--- config.mk ---
export PLATFORM = sky130hd
export DESIGN_NAME = inst_fifo_dual
export DESIGN_NICKNAME = d
export VERILOG_FILES = /design/src/rtl/inst_fifo_pkg.sv /design/src/rtl/inst_fifo_mem.sv /design/src/rtl/inst_fifo_dual.sv
export SDC_FILE = /design/constraint.sdc
export NUM_CORES = 2
export LEC_CHECK = 0
export CELL_PAD_IN_SITES_DETAIL_PLACEMENT = 2
export CELL_PAD_IN_SITES_GLOBAL_PLACEMENT = 2
export CORE_MARGIN = 5
export CORE_UTILIZATION = 44
export CTS_BUF_LIST = sky130_fd_sc_hd__clkbuf_4
export CTS_CLUSTER_DIAMETER = 80
export CTS_CLUSTER_SIZE = 28
export DETAILED_ROUTE_END_ITERATION = 8
export HOLD_SLACK_MARGIN = 0.05
export PLACE_DENSITY_LB_ADDON = 0.1
export SLEW_MARGIN = 10
export SYNTH_ARGS = -nofsm -noshare
export SYNTH_HDL_FRONTEND = slang
export SYNTH_SLANG_ARGS = --single-unit
--- constraint.sdc ---
create_clock -name clk -period 7.39 [get_ports clk]
set_clock_uncertainty 0.1 [all_clocks]
set_input_delay 1.478 -clock clk [delete_from_list [all_inputs] [get_ports clk]]
set_output_delay 1.478 -clock clk [all_outputs]
set_load 0.02 [all_outputs]
--- src/rtl/inst_fifo_pkg.sv ---
// Shared types for the dual-issue instruction queue.
package inst_fifo_pkg;

    // One queued fetch result: program counter plus instruction word.
    typedef struct packed {
        logic [31:0] pc;
        logic [31:0] inst;
    } fetch_entry_t;

    // Entries fetched and retired per cycle at most.
    localparam int FETCH_WIDTH = 2;

endpackage

--- src/rtl/inst_fifo_mem.sv ---
// Entry storage for the instruction queue: two write ports, two async read ports.
// Write addresses are always distinct (tail and tail+1), so the ports never collide.
module inst_fifo_mem
    import inst_fifo_pkg::*;
#(
    parameter int DEPTH = 16,
    parameter int AW    = $clog2(DEPTH)
) (
    input  logic          clk,
    input  logic          we_1,
    input  logic [AW-1:0] wa_1,
    input  fetch_entry_t  wd_1,
    input  logic          we_2,
    input  logic [AW-1:0] wa_2,
    input  fetch_entry_t  wd_2,
    input  logic [AW-1:0] ra_1,
    output fetch_entry_t  rd_1,
    input  logic [AW-1:0] ra_2,
    output fetch_entry_t  rd_2
);

    fetch_entry_t mem [DEPTH];

    // Storage is deliberately not reset; validity comes from the queue count.
    always_ff @(posedge clk) begin
        if (we_1) mem[wa_1] <= wd_1;
        if (we_2) mem[wa_2] <= wd_2;
    end

    assign rd_1 = mem[ra_1];
    assign rd_2 = mem[ra_2];

endmodule

--- src/rtl/inst_fifo_dual.sv ---
// Dual-issue instruction queue between fetch and decode/issue.
// Takes up to two {pc, inst} pairs per cycle, presents the oldest two,
// retires 0/1/2 per cycle, and empties on flush.
module inst_fifo_dual
    import inst_fifo_pkg::*;
#(
    parameter  int WIDTH = 32,
    parameter  int DEPTH = 16,
    localparam int AW    = $clog2(DEPTH)
) (
    input  logic             clk,
    input  logic             rst,
    input  logic             flush,
    input  logic             wr_en_1,
    input  logic             wr_en_2,
    input  logic [WIDTH-1:0] wr_pc_1,
    input  logic [WIDTH-1:0] wr_inst_1,
    input  logic [WIDTH-1:0] wr_pc_2,
    input  logic [WIDTH-1:0] wr_inst_2,
    input  logic             rd_en_1,
    input  logic             rd_en_2,
    output logic             rd_valid_1,
    output logic             rd_valid_2,
    output logic [WIDTH-1:0] rd_pc_1,
    output logic [WIDTH-1:0] rd_inst_1,
    output logic [WIDTH-1:0] rd_pc_2,
    output logic [WIDTH-1:0] rd_inst_2,
    output logic             full,
    output logic             empty,
    output logic [AW:0]      count
);

    localparam int          NW       = $clog2(FETCH_WIDTH + 1);
    // Fewer than two free slots means a pair might not fit, so fetch stalls.
    localparam logic [AW:0] CNT_FULL = (AW+1)'(DEPTH - 1);

    logic [AW-1:0] head;
    logic [AW-1:0] tail;
    logic [AW:0]   cnt;
    logic [NW-1:0] n_wr;
    logic [NW-1:0] n_rd;
    logic          wr_acc;
    logic          we_1;
    logic          we_2;
    fetch_entry_t  wd_1;
    fetch_entry_t  wd_2;
    fetch_entry_t  rd_e1;
    fetch_entry_t  rd_e2;

    assign count      = cnt;
    assign empty      = (cnt == '0);
    assign full       = (cnt >= CNT_FULL);
    assign rd_valid_1 = (cnt >= (AW+1)'(1));
    assign rd_valid_2 = (cnt >= (AW+1)'(2));

    // A pair is accepted or dropped as a unit; slot 2 alone is never written.
    assign wr_acc = !flush && !full;
    assign we_1   = wr_acc && wr_en_1;
    assign we_2   = wr_acc && wr_en_1 && wr_en_2;

    assign wd_1 = '{pc: 32'(wr_pc_1), inst: 32'(wr_inst_1)};
    assign wd_2 = '{pc: 32'(wr_pc_2), inst: 32'(wr_inst_2)};

    // Entry counts moved this cycle; retire only counts slots that are valid.
    always_comb begin
        n_wr = NW'({1'b0, we_1}) + NW'({1'b0, we_2});
        n_rd = '0;
        if (!flush) begin
            n_rd = NW'({1'b0, rd_en_1 && rd_valid_1})
                 + NW'({1'b0, rd_en_1 && rd_en_2 && rd_valid_2});
        end
    end

    inst_fifo_mem #(
        .DEPTH (DEPTH),
        .AW    (AW)
    ) u_mem (
        .clk  (clk),
        .we_1 (we_1),
        .wa_1 (tail),
        .wd_1 (wd_1),
        .we_2 (we_2),
        .wa_2 (tail + AW'(1)),
        .wd_2 (wd_2),
        .ra_1 (head),
        .rd_1 (rd_e1),
        .ra_2 (head + AW'(1)),
        .rd_2 (rd_e2)
    );

    // Read data is masked to zero for invalid slots so stale storage never leaks out.
    always_comb begin
        rd_pc_1   = rd_valid_1 ? WIDTH'(rd_e1.pc)   : '0;
        rd_inst_1 = rd_valid_1 ? WIDTH'(rd_e1.inst) : '0;
        rd_pc_2   = rd_valid_2 ? WIDTH'(rd_e2.pc)   : '0;
        rd_inst_2 = rd_valid_2 ? WIDTH'(rd_e2.inst) : '0;
    end

    // Pointer and occupancy update; flush wins over any same-cycle traffic.
    always_ff @(posedge clk or negedge rst) begin
        if (!rst) begin
            head <= '0;
            tail <= '0;
            cnt  <= '0;
        end else if (flush) begin
            head <= '0;
            tail <= '0;
            cnt  <= '0;
        end else begin
            head <= head + AW'(n_rd);
            tail <= tail + AW'(n_wr);
            cnt  <= cnt + (AW+1)'(n_wr) - (AW+1)'(n_rd);
        end
    end

    a_count_bound: assert property (@(posedge clk) disable iff (!rst) cnt <= (AW+1)'(DEPTH));
    a_wr_pair:     assert property (@(posedge clk) disable iff (!rst) !(wr_en_2 && !wr_en_1));
    a_rd_pair:     assert property (@(posedge clk) disable iff (!rst) !(rd_en_2 && !rd_en_1));

endmodule
==> summary.md <==
| Metric | Value |
|---|---|
| Register area share after synthesis | `50.71%` |
| Ports | `about 270` |
| Tmin final | `between 6000 and 7000 ps` |
| Critical-path maximum fanout | `37` |
| R2r setup slk | `3010 ps` |
| Routed wire length | `211.8 mm` |
| RSZ-0062 raised after global routing | `no` |
| Core area | `between 0.1 and 0.15 sq mm` |
| Synthesis-to-layout area growth | `9.081%` |
| Design Power | `18.77 mW` |
| Die span in x | `between 300 and 400 microns` |
| Mapped cell area | `around 0.061 sq mm` |
| Fillers | `between 10000 and 15000` |
| Drt wl/cell | `about 39 microns` |
| Slew @ Worst Pin | `~1200 ps` |
| Reg2reg path depth | `7` |
| Cells after Synth | `about 3500` |
| Maxcap violations | `0` |
| Synth Net Count | `between 3000 and 4000` |
| First drt pass iteration count | `5` |
| Post-CTS Hold Buffers | `0` |
| Root Driver | `clkbuf_4` |
| First-pass GRT wire length | `a little over 300 mm` |
| Most frequent CP cell | `buf_4` |
| Htree depth | `3` |
| Iter 0 DRT Violations | `around 3200` |
| Rel. slew slack | `between 10% and 20%` |
| Clock Latency Late Sink | `1100 ps` |
| Vias | `roughly 36000` |
| Reg2reg start | `count[4]` |
| Final Net Count | `3676` |
| Peak Freq | `145.2 MHz` |
| Worst path max stage delay | `920 ps` |
| Post-synth cell types | `45` |
| Startpoint class of the critical path | `flop` |
| Vias in the first global route | `40317` |
| Synth cell count leaders | `edfxtp_1 (1024), mux2_2 (828), mux4_2 (512), mux2i_1 (256), clkbuf_1 (227)` |
| Crit path cell chain | `ha_4, xor2_1, nand2_4, buf_4, buf_4, o22ai_1, clkdlybuf4s50_1` |
| Setup repair bufs after CTS | `0` |
| WHS | `632.7 ps` |
| DRC | `0` |
| Pre-CTS setup slack | `around 1700 ps` |
| Static leakage | `roughly 22 nW` |
| Main flop type after synthesis | `edfxtp_1` |
| # port buffers | `about 270` |
| Setup slack after layout | `504.2 ps` |
| Initial antenna violation count | `25` |
| Final setup violation count | `0` |
| Cts bufs inserted | `73` |
| Fin crit share | `between 90 and 100%` |
| Vias per std cell | `roughly 6.6` |
| Reg-to-Reg End | `u_mem.mem[0][32]` |
| Largest net degree at the start of global routing | `roughly 140` |
| ANT nets after route | `0` |
| Synth warn | `0` |
| Arrival time worst endpoint | `between 5000 and 6000 ps` |
| Synth area leaders | `edfxtp_1 (50%), mux4_2 (19%), mux2_2 (15%)` |
| Hold Violations, Final | `0` |
| Synth area leader | `edfxtp_1` |
| Worst hold path type | `input port to async pin` |
| Critical Path RT | `between 5000 and 6000 ps` |
| GPL Wtd Cong | `0.7685` |
| Row cnt | `about 140` |
| Seq cells post-synth | `1037` |
| Global route overflow | `0` |
| Maximum vdd drop | `around 0.25 mV` |
| CTS clock-pin slew for the worst setup and hold paths | `between 200 and 250 ps` |
| Clk sinks | `1037` |
| Initial Utilization | `44.08%` |
| Total GRT Usage | `~29%` |
| Critical path type | `flop to primary output` |
| Top-count cell post-synth | `edfxtp_1` |
| PD cells | `approximately 280 mW/mm^2` |
| Yosys top cell area share | `between 50 and 60%` |
| Slew Limit Fails | `0` |
| Status | `finished, final reports clean` |
| Post-DP HPWL | `around 120 mm` |
| Resize count post-CTS | `0` |
| Share of cells above drive strength 1 | `between 50 and 60%` |
| Number of flops mapped to enable cells by yosys | `just over 1000` |
| CTS tree | `built` |
| Syn Area/Cell | `17.48 sq um` |
| Clock Path Buffers | `3` |
| Die Ht | `about 380 microns` |
| Slowest cell on crit path | `dfrtp_4` |
| Die area | `about 0.15 sq mm` |
| Total Neg Setup Slack | `0 ps` |
| Post-synth ARST share | `between 1 and 1.5%` |
| Critical path endpoint category | `primary output` |
-- per-stage QoR --
step | area [sq um] | utilization (%) | std cells
2_1_floorplan | 61270 | - | 3505
3_3_place_gp | 65490 | 47.11 | 5325
3_5_place_dp | 65490 | 47.11 | 5325
4_1_cts | 66780 | 48.04 | 5459
5_1_grt | 66800 | 48.05 | 5467
6_report | 66840 | 48.08 | 5481
-- kinds of logic (layout without fill, tap and decap cells) --
group                      count (synthesis)  count (layout)  share of synthesized area, %
AOI/OAI and AO/OA                        158             158                         1.646
DFF                                     1037            1037                         50.71
adders and majority gates                 17              17                        0.3962
xor gates and xnor gates                  10              10                        0.1429
and+or+nand+nor                           66              66                        0.6208
muxes                                   1792            1792                         43.02
other                                      0              22                             0
buffers and inverters                    425             503                         3.459
-- power by group --
| group | leakage [nW] | switching [mW] | internal (mW) |
|---|---|---|---|
| Sequential | 9.40 | 0.103 | 6.58 |
| Clock | 0.701 | 2.22 | 0.900 |
| Combinational | 11.9 | 4.81 | 4.17 |
-- worst max path at each step --
| stage | startpoint | to | slack (ps) |
|---|---|---|---|
| global route | head[1] | rd_inst_2[13] | 290 |
| floorplan | flush | u_mem.mem[10][0] | -10 |
| finish | head[1] | rd_inst_2[13] | 500 |
| global placement | head[1] | rd_inst_2[13] | 1770 |
| detailed placement | head[1] | rd_inst_2[13] | 1740 |
| CTS | head[1] | rd_inst_2[13] | 390 |
-- metal layers --
metal | wire length [microns] | vias up | share of wire [%] | GRT usage [%]
li1 | - | 14537 | - | -
met1 | 86810 | 20180 | 41 | 38.35
met2 | 105200 | 1323 | 50 | 48.06
met3 | 13430 | 318 | 6.3 | 5.114
met4 | 6265 | 8 | 3.0 | 8.622
met5 | 58 | - | 0.027 | 0
-- sequential cells by signal, summed over array words and instances (netlist names) --
| register | cells |
|---|---|
| u_mem.mem | 1024 |
| head | 4 |
| tail | 4 |
| count | 5 |
-- worst max-delay path: cells and delay by family (launching register included) --
family	cells	cell delay, ps
fa+ha+maj	1	230
compound gates	1	480
buf+inv	3	1510
simple gates	1	570
flops	1	920
xor+xnor	1	370
-- cells in the final DEF (no fill, tap or decap), types with 6 or more instances in the layout --
cell and count:
edfxtp_1 1024, ha_1 12, nor2_1 11, mux2i_1 256, clkdlybuf4s50_1 271, nor2b_1 9
diode_2 22, dfrtp_1 10, clkbuf_4 82, bufinv_16 7, inv_1 11, clkinv_8 10
mux2_4 196, mux4_2 512, inv_6 9, o22ai_1 128, nand2_4 10, mux2_2 828
buf_12 16, o21ai_4 14, buf_4 71, clkinv_2 6
-- cell type report --
cell class	count	area [sq um]	share of cell area [%]
clock inverter	52	676.9	1.013
timing repair buffer	358	3566	5.335
multi-input combinational	2043	28450	42.57
antenna	22	55.05	0.08237
clock buffer	82	615.6	0.9210
sequential	1037	31090	46.51
tap	1876	2347	3.512
inverter	11	41.29	0.06178
No activity file was read; power rests on OpenSTA's default activity.
